<file path="src/rtl/vend_pkg.sv">
// Shared constants for the vending-machine input conditioning path.
// Default debounce window is 20 ms at 50 MHz; the short value keeps simulations fast.
package vend_pkg;

  localparam int unsigned CNT_MAX_DEFAULT = 1_000_000;
  localparam int unsigned CNT_MAX_SIM     = 4;

endpackage

</file>
<file path="src/rtl/debounce_ch.sv">
// One input channel: 2-flop synchronizer, stability counter, debounced level
// and a registered one-cycle flag on each debounced 0->1 transition.
module debounce_ch
  import vend_pkg::*;
#(
  parameter int unsigned CNT_MAX = CNT_MAX_DEFAULT
) (
  input  logic i_clk,
  input  logic i_rst,
  input  logic i_key,
  output logic o_rise
);

  localparam int unsigned CntW = $clog2(CNT_MAX);
  localparam logic [CntW-1:0] CntLast = CntW'(CNT_MAX - 1);

  logic            r_sync1;
  logic            r_sync2;
  logic            r_stable;
  logic            r_stable_dly;
  logic            r_rise;
  logic [CntW-1:0] r_cnt;

  logic w_differ;
  logic w_done;

  assign w_differ = (r_sync2 != r_stable);
  // Input has disagreed with the debounced level for CNT_MAX consecutive cycles.
  assign w_done   = w_differ && (r_cnt == CntLast);

  always_ff @(posedge i_clk) begin
    if (i_rst) begin
      r_sync1      <= 1'b0;
      r_sync2      <= 1'b0;
      r_stable     <= 1'b0;
      r_stable_dly <= 1'b0;
      r_rise       <= 1'b0;
      r_cnt        <= '0;
    end else begin
      r_sync1      <= i_key;
      r_sync2      <= r_sync1;
      if (!w_differ || w_done) begin
        r_cnt <= '0;
      end else begin
        r_cnt <= r_cnt + 1'b1;
      end
      if (w_done) begin
        r_stable <= r_sync2;
      end
      r_stable_dly <= r_stable;
      r_rise       <= r_stable & ~r_stable_dly;
    end
  end

  assign o_rise = r_rise;

endmodule

</file>
<file path="src/rtl/vend_input_cond.sv">
// Debounces the coin and refund contacts and registers the resulting event pulses,
// giving refund priority when both channels fire in the same cycle.
module vend_input_cond
  import vend_pkg::*;
#(
  parameter int unsigned CNT_MAX = CNT_MAX_DEFAULT
) (
  input  logic sys_clk,
  input  logic sys_rst,
  input  logic key_coin,
  input  logic key_refund,
  output logic coin,
  output logic refund_request,
  output logic conflict
);

  logic w_coin_rise;
  logic w_refund_rise;
  logic r_coin;
  logic r_refund;
  logic r_conflict;

  debounce_ch #(
    .CNT_MAX(CNT_MAX)
  ) u_coin (
    .i_clk (sys_clk),
    .i_rst (sys_rst),
    .i_key (key_coin),
    .o_rise(w_coin_rise)
  );

  debounce_ch #(
    .CNT_MAX(CNT_MAX)
  ) u_refund (
    .i_clk (sys_clk),
    .i_rst (sys_rst),
    .i_key (key_refund),
    .o_rise(w_refund_rise)
  );

  // A coin arriving together with a refund is dropped; the refund wins.
  always_ff @(posedge sys_clk) begin
    if (sys_rst) begin
      r_coin     <= 1'b0;
      r_refund   <= 1'b0;
      r_conflict <= 1'b0;
    end else begin
      r_coin     <= w_coin_rise & ~w_refund_rise;
      r_refund   <= w_refund_rise;
      r_conflict <= w_coin_rise & w_refund_rise;
    end
  end

  assign coin           = r_coin;
  assign refund_request = r_refund;
  assign conflict       = r_conflict;

endmodule

</file>
<file path="config.mk">
export PLATFORM = sky130hd
export DESIGN_NAME = vend_input_cond
export DESIGN_NICKNAME = d
export VERILOG_FILES = /design/src/rtl/vend_pkg.sv /design/src/rtl/debounce_ch.sv /design/src/rtl/vend_input_cond.sv
export SDC_FILE = /design/constraint.sdc
export NUM_CORES = 1
export LEC_CHECK = 0
export BUFFER_PORTS_ARGS = -buffer_cell sky130_fd_sc_hd__buf_2
export CAP_MARGIN = 20
export CORE_MARGIN = 2
export CORE_UTILIZATION = 60
export DETAILED_ROUTE_END_ITERATION = 10
export MAX_ROUTING_LAYER = met4
export PLACE_DENSITY = 0.78
export SYNTH_ARGS = -nofsm -noshare
export SYNTH_HDL_FRONTEND = slang
export SYNTH_SLANG_ARGS = --single-unit
export TNS_END_PERCENT = 100
</file>
<file path="constraint.sdc">
create_clock -name sys_clk -period 3 [get_ports sys_clk]
set_clock_uncertainty 0.1 [all_clocks]
set_input_delay 0.15 -clock sys_clk [delete_from_list [all_inputs] [get_ports sys_clk]]
set_output_delay 0.15 -clock sys_clk [all_outputs]
set_load 0.05 [all_outputs]
</file>
# Yosys cells after proc, flatten, opt, wreduce, memory -nomap -nowiden
# Index checks and enable logic that the tools add are counted.
[classes] n_mul=0 n_shift=0 muxes=0 n_bitwise=7 order_cmp=0 n_eq_ne=4 n_reduce_logical=8 div=0 addsub=2
[op_table] operator="$add 20x1->20 const B" n=2
[op_table] operator="$eq 20x20->1 const B" n=2
[op_table] operator="$and 1x1->1" n=4
[op_table] operator="$reduce_or 2->1" n=2
[op_table] operator="$not 1->1" n=3
[op_table] operator="$logic_and 1x1->1" n=2
[op_table] operator="$logic_not 1->1" n=2
[op_table] operator="$logic_or 1x1->1" n=2
[op_table] operator="$ne 1x1->1" n=2
[word_totals] output_inout_bits=3 mem_count=0 rom_bits=0 latchBits=0 elab_cells=36 input_bits=4 ff_bits=53 ramBits=0

# Depth between registers and ports, before layout
# Gate-level depths: netlist (run 1).
[logic_depth] depth_word=4 depth_mapped=7

# Hierarchy
# Synthesis (run 1) repeated with hierarchy kept, for this count alone.
[hier_totals] cells_unflattened=242 area_unflattened_um2=2208.4
[modules_own_cells] module="debounce_ch" instances=2 cells_per_inst=118 area_per_inst_um2=1061.0 seq_area_each_um2=500.5
[modules_own_cells] module="vend_input_cond" instances=1 cells_per_inst=6 area_per_inst_um2=86.3 seq_area_each_um2=60.1

# Worst setup path after synthesis (run 1)
# OpenSTA, ideal clock, no wires.
[synth_path] path_kind="register to register" start="reg u_coin.r_cnt[0]" end="reg u_coin.r_cnt[18]" required_time_ps=2834 stages_incl_launch_ff=7 period_less_slack_ps=2062 setup_time_ps=66 t_arrival_ps=1896 slack_ps=938 path_cell_list="dfxtp_1 -> ha_1 -> nand2_1 -> or4_1 -> buf_2 -> or4_4 -> a21oi_2"
[synth_between] elab_chain_cells=4 elab_cells_between_ends=5 classes_between="add/sub (1); eq/ne (1); reduce/logical (3)"
[synth_lines] item="start: declaration" line="debounce_ch.sv:22" rtl="logic [CntW-1:0] r_cnt;"
[synth_lines] item="start signal: assignment" line="debounce_ch.sv:45" rtl="r_cnt <= r_cnt + 1'b1;"
[synth_lines] item="branches (longest 4 deep; another with $add 20x1->20)"
# Parallel ways; which one is timed is not known.
# A chain may end at the register's enable or synchronous reset.

# Worst setup path in the final report (run 1)
[layout_path] start="reg u_coin.r_cnt[0]" end="reg u_coin.r_cnt[14]"
# The elaborated chain is that of the path after synthesis.

==> summary.md, run 1 <==
| Metric | Value |
|---|---|
| Status | `completed` |
| Fmax | `0.446 GHz` |
| Cells after Synth | `241` |
| DR iter-0 viols | `101` |
| Max Used Layer | `met4` |
| Root Buffer | `clkbuf_4` |
| Adder-Cell Fraction of Synth Area | `0.0114` |
| Top Registers | `u_coin.r_cnt: 20 flops, u_refund.r_cnt: 20 flops` |
| Die Wd | `64.5 um` |
| R2R Setup Slk | `0.76 ns` |
| Antenna violations before repair | `0` |
| Max_cap viols | `0` |
| Setup bufs post-CTS | `0` |
| Fin. Hold Viols | `0` |
| Xor/xnor share of the synthesized area | `0.104` |
| Fin Setup TNS | `0 ns` |
| Die ar. | `4170 sq um` |
| Hold Crit Depth | `1` |
| Most common cell after layout, fill and taps aside | `dfxtp_1` |
| Share of cells above drive strength 1 | `0.102` |
| Seq/Total Area, Yosys | `0.482` |
| Layout Utilization | `0.705` |
| Hold_ws | `0.292 ns` |
| Kind of critical path | `reg -> reg` |
| Crit path max fanout | `8` |
| DP HPWL | `2520 um` |
| Diodes inserted | `0` |
| Yosys warnings | `0` |
| Syn Nets | `247` |
| Die Ht | `64.5 um` |
| Max VDD drop | `0.362 mV` |
| Slew Viols, Final | `0` |
| GRT Residual Overflow | `0` |
| RSZ-0062 raised after global routing | `false` |
| Starting density of the core | `0.644` |
| Largest family of logic cells by synthesized area | `simple AND/OR/NAND/NOR gates` |
| Complex-gate fraction of the synthesized area | `0.0819` |
| Worst-Margin Slew | `0.389 ns` |
| Final Wtd Congestion | `0.825` |
| Synthesized area per cell | `9.13 sq um` |
| Global-route wire length before repair | `6530 um` |
| Drt first pass iters | `4` |
| WL final | `3690 um` |
| FILL cells | `267` |
| Clock Tree Buf Depth | `2` |
| Synth Cell Area | `2200 sq um` |
| Post-CTS Resized | `0` |
| Met1 WL | `1680 um` |
| Endpoint class of the critical path | `register` |
| CTS tree | `yes` |
| Vias in the first global route | `1,590` |
| Static Leak | `0.765 nW` |
| Final worst path period share | `0.747` |
| Clock Pin Slew Worst Setup and Hold Paths | `0.14 ns` |
| Crit path DAT | `2.45 ns` |
| Reg2Reg Depth | `5` |
| Drt drc | `0` |
| Clk sinks | `53` |
| Htree depth | `2` |
| WL per Instance | `12.3 um` |
| All-Layer GR Usage | `0.206` |
| Required time worst endpoint | `3.20 ns` |
| Seq cells post-synth | `53` |
| Post-CTS Hold Fix Bufs | `5` |
| Row count | `21` |
| Post-synthesis cell type count | `37` |
| Synth Area in Simple Gates | `0.284` |
| Vias per Instance | `5.50` |
| Clock Latency Late Sink | `0.37 ns` |
| Io pins | `7` |
| Core area | `3420 sq um` |
| Final ANT Viol Nets | `0` |
| Synthesis-to-layout area growth | `9.50%` |
| Post-synthesis mux area share | `0` |
| Minimum clock period | `2.24 ns` |
| Pwr dens | `475 nW/um^2` |
| Met3 WL | `108 um` |
| Setup violators final | `0` |
| Layout Nets | `259` |
| PortBufs | `6` |
| Vias | `1,650` |
| Number of buffers created by CTS | `5` |
| Max-slew headroom | `0.738` |
| Most frequent cells in the layout | `dfxtp_1 (53), nor2_1 (30), xor2_1 (15), nand3_1 (14), a21oi_1 (12)` |
| Worst min-delay path class | `reg -> reg` |
| Crit start category | `register` |
| Met2 wire len | `1800 um` |
| Pin count of the biggest net entering global routing | `21` |
[through the flow]
stage          setup slack [ns]  power (mW)  cells  cell area [sq um]
2_1_floorplan             0.938       0.734    241               2200
3_3_place_gp              0.873       0.739    287               2270
3_5_place_dp              0.812       0.739    287               2270
4_1_cts                   0.777        1.16    300               2410
5_1_grt                   0.625        1.19    300               2410
6_report                  0.758        1.14    300               2410
[metal layers]
metal,vias up,global-route usage
li1,864,-
met1,754,0.216
met2,22,0.355
met3,10,0.0625
met4,0,0.0984
met5,-,-
[synthesized netlist by cell type]
| cell | n | area [sq um] |
|---|---|---|
| nand3_2 | 1 | 10.0 |
| o21ba_2 | 1 | 10.0 |
| buf_2 | 5 | 25.0 |
| or4_4 | 1 | 11.3 |
| clkbuf_1 | 4 | 15.0 |
| or3_1 | 4 | 25.0 |
| and3b_1 | 1 | 8.76 |
| nor2_1 | 30 | 113 |
| o31ai_1 | 6 | 45.0 |
| and2_1 | 3 | 18.8 |
| xor2_1 | 15 | 131 |
| xnor2_1 | 11 | 96.3 |
| nor3_1 | 4 | 20.0 |
| dfxtp_1 | 53 | 1060 |
| and4_1 | 5 | 43.8 |
| a31o_2 | 1 | 8.76 |
| nor4_1 | 1 | 6.26 |
| or4b_1 | 1 | 10.0 |
| nand4_1 | 8 | 50.1 |
| a21oi_1 | 12 | 60.1 |
| and3_2 | 1 | 7.51 |
| ha_1 | 2 | 25.0 |
| nor2b_1 | 9 | 56.3 |
| o21ai_1 | 2 | 10.0 |
| inv_1 | 11 | 41.3 |
| nor3b_1 | 2 | 15.0 |
| nand3_1 | 14 | 70.1 |
| or3_2 | 3 | 22.5 |
| nand4b_1 | 1 | 8.76 |
| nor4b_1 | 2 | 17.5 |
| or4_1 | 9 | 67.6 |
| and3_1 | 1 | 6.26 |
| o21a_1 | 1 | 7.51 |
| o21ai_0 | 6 | 30.0 |
| nand2_1 | 8 | 30.0 |
| nand2b_1 | 1 | 6.26 |
| a21oi_2 | 1 | 8.76 |
[cell families after synthesis]
group / count (synthesis)
buffers and inverters: 20
XOR/XNOR: 26
AO/OA/AOI/OAI: 30
flip-flops: 53
AND/OR/NAND/NOR: 110
adder cells (fa/ha/maj): 2
[cell type report]
class                      instances  area (sq um)  share of cell area
clock buffer                       6          51.3              0.0213
sequential                        53          1060               0.441
inverter                          11          41.3              0.0171
multi-input combinational        168          1060               0.439
timing repair buffer              14           103              0.0426
clock inverter                     2          37.5              0.0156
tap                               46          57.6              0.0239
[final timing paths]
check                           to                start
hold reg to reg      u_coin.o_rise  u_coin.r_stable_dly
hold / removal       u_coin.o_rise  u_coin.r_stable_dly
setup / recovery  u_coin.r_cnt[14]      u_coin.r_cnt[0]
setup reg to reg  u_coin.r_cnt[14]      u_coin.r_cnt[0]
[power by group]
group	switching (mW)	total (mW)	leakage (nW)	internal (mW)
Clock	0.216	0.415	0.0445	0.198
Combinational	0.00982	0.0200	0.293	0.0101
Sequential	0.00173	0.709	0.428	0.707
Total	0.228	1.14	0.765	0.916
[critical path, cell delays in order (launching register included)]
cell and delay, ns:
dfxtp_1 0.42, ha_1 0.24, nand2_1 0.12, or4_1 0.64, or3_2 0.49, a21oi_1 0.17
Power figures use the tool's default switching activity.
==> inputs of run 2 (changes only) <==
- CORE_UTILIZATION: 60 -> 54
- PLACE_DENSITY: 0.78 -> 0.75
- clock period: 3 -> 1.93 ns (I/O delays scaled with it)
==> summary.md, run 2 (synthesis results as in run 1) <==
| Metric | Value |
|---|---|
| Drt first pass iters | `4 (unchanged)` |
| Setup bufs post-CTS | `0 (unchanged)` |
| Starting density of the core | `0.554 (-0.0901)` |
| Root Buffer | `clkbuf_8` |
| Final Worst Setup Slack | `-0.0578 ns (-0.816 ns)` |
| Hold EP | `u_coin.r_stable` |
| Reg2Reg Depth | `5 (unchanged)` |
| Max-slew headroom | `0.721 (-0.0174)` |
| DR iter-0 viols | `89 (-12%)` |
| Vias | `1,707 (+3.5%)` |
| Vias per Instance | `5.27 (-4.2%)` |
| Die Wd | `67.8 um (+5.1%)` |
| Worst-Margin Slew | `0.415 ns (+0.0259 ns)` |
| Layout Utilization | `0.658 (-0.0473)` |
| Vias in the first global route | `1,567 (-1.4%)` |
| DP HPWL | `2640 um (+4.5%)` |
| WL final | `3850 um (+4.3%)` |
| Final ANT Viol Nets | `0 (unchanged)` |
| Layout Nets | `279 (+7.7%)` |
| Die ar. | `4600 sq um (+10%)` |
| Pin count of the biggest net entering global routing | `21 (unchanged)` |
| R2R Setup Slk | `-0.06 ns (-0.82 ns)` |
| All-Layer GR Usage | `0.190 (-0.0167)` |
| Sequential share of power | `0.622 (+0.002)` |
| Fin. Hold Viols | `0 (unchanged)` |
| Row count | `23 (+9.5%)` |
| WL per Instance | `11.9 um (-3.4%)` |
| Diodes inserted | `0 (unchanged)` |
| Comb pwr share | `0.016 (about the same)` |
| Static Leak | `0.879 nW (+15%)` |
| Switching share of power | `0.223 (+0.0237)` |
| CTS tree | `yes` |
| Setup violators final | `21 (+21)` |
| Worst min-delay path class | `in -> reg` |
| PortBufs | `6 (unchanged)` |
| Core area | `3970 sq um (+16%)` |
| HP Start | `sys_rst` |
| Global-route wire length before repair | `6450 um (-1.2%)` |
| Final Wtd Congestion | `0.808 (-2.1%)` |
| GRT Residual Overflow | `0 (unchanged)` |
| Crit path max fanout | `20 (+12)` |
| Drt drc | `0 (unchanged)` |
| Synthesis-to-layout area growth | `18.8%` |
| Io pins | `7 (unchanged)` |
| Most common cell after layout, fill and taps aside | `dfxtp_1` |
| Top Registers | `u_coin.r_cnt: 20 flops, u_refund.r_cnt: 20 flops` |
| Max_cap viols | `0 (unchanged)` |
| Crit start category | `register` |
| Endpoint class of the critical path | `register` |
| Required time worst endpoint | `2.02 ns (-1.18 ns)` |
| Place WS | `-0.144 ns (-0.956 ns)` |
| Pwr dens | `678 nW/um^2 (+43%)` |
| Minimum clock period | `1.99 ns (-0.254 ns)` |
| Most frequent cells in the layout | `dfxtp_1 (51), nor2_1 (30), buf_4 (25), xor2_1 (15), nand3_1 (14)` |
| Clock Pin Slew Worst Setup and Hold Paths | `0.10 ns (-0.04 ns)` |
| Failing checks | `negative setup slack` |
| Htree depth | `2 (unchanged)` |
| Share of cells above drive strength 1 | `0.204 (+0.102)` |
| Clock Tree Buf Depth | `2 (unchanged)` |
| Hold_ws | `0.0112 ns (-0.281 ns)` |
| Antenna violations before repair | `0 (unchanged)` |
| Reg-to-Reg Start | `u_coin.r_cnt[13]` |
| Status | `finished, violations left` |
| Endpoint of the worst register-to-register path | `u_coin.r_cnt[15]` |
| Slew Viols, Final | `0 (unchanged)` |
| RSZ-0062 raised after global routing | `true` |
| Psw | `0.395 mW (+73%)` |
| Kind of critical path | `reg -> reg` |
| Crit path DAT | `2.08 ns (-0.37 ns)` |
| Fmax | `0.503 GHz (+13%)` |
| Die Ht | `67.8 um (+5.1%)` |
| Clk network pwr share | `0.362 (about the same)` |
| Internal power | `1.38 mW (+50%)` |
| Clk sinks | `53 (unchanged)` |
| Number of buffers created by CTS | `5 (unchanged)` |
| Hold Crit Depth | `2 (+1)` |
| Final worst path period share | `1.03 (+0.283)` |
| Max VDD drop | `0.347 mV (-4.2%)` |
| Clock Latency Late Sink | `0.31 ns (-0.06 ns)` |
-- run 2: cell types whose count changed in the layout (fill, tap and decap cells not counted), sizes merged --
cell and change:
buf +23, dlygate4sd3 -3, clkinvlp +1, bufinv -1, inv +1, clkbuf -1
-- run 2: worst max-delay path by stage --
stage	startpoint	endpoint	depth (start not counted)
finish	u_coin.r_cnt[13]	u_coin.r_cnt[15]	5
global route	u_coin.r_cnt[13]	u_coin.r_cnt[17]	5
CTS	u_coin.r_cnt[13]	u_coin.r_cnt[15]	5
detailed placement	u_coin.r_cnt[13]	u_coin.r_cnt[15]	5
global placement	u_coin.r_cnt[13]	u_coin.r_cnt[15]	5
floorplan	u_coin.r_cnt[13]	u_coin.r_cnt[2]	5
-- run 2: timing repair --
item | in CTS | in global routing
hold buffers | 2 | 0
endpoints found under the hold margin | 2 | 0
setup endpoints to repair | 21 | 21
gates resized for setup | 5 | 0
-- run 2: metal layers --
layer	wire [um]	global-route usage	vias up
li1	-	-	903
met1	1830	0.204	785
met4	54	0.0675	0
met2	1890	0.336	14
met3	77	0.0510	5
met5	0	-	-
-- run 2: final cells by class --
cell class | count | area (sq um)
fill | 331 | 1360
multi-input combinational | 168 | 1090
sequential | 53 | 1060
clock inverter | 3 | 26.3
timing repair buffer | 34 | 258
inverter | 11 | 41.3
clock buffer | 5 | 68.8
tap | 50 | 62.6
-- run 2: through the flow --
stage	cells	TNS, ns	total power [mW]	instance area (sq um)
floorplan	241	-0.128	1.14	2220
CTS	324	-0.726	1.79	2610
global route	324	-2.23	1.83	2610
detailed placement	314	-2.38	1.15	2470
global placement	314	-1.30	1.15	2470
finish	324	-0.881	1.77	2610
-- run 2: power groups by stage --
stage	sequential [mW]	clock, mW	combinational (mW)
floorplan	1.13	0	0.0151
finish	1.10	0.641	0.0287
global route	1.10	0.701	0.0319
detailed placement	1.13	0	0.0252
CTS	1.10	0.662	0.0290
global placement	1.13	0	0.0249
-- run 2: critical path: stages (launching register included) --
cell and delay (ns):
dfxtp_1 0.32, or4b_1 0.52, or4_4 0.55, o21ai_4 0.16
buf_12 0.17, a21oi_1 0.06
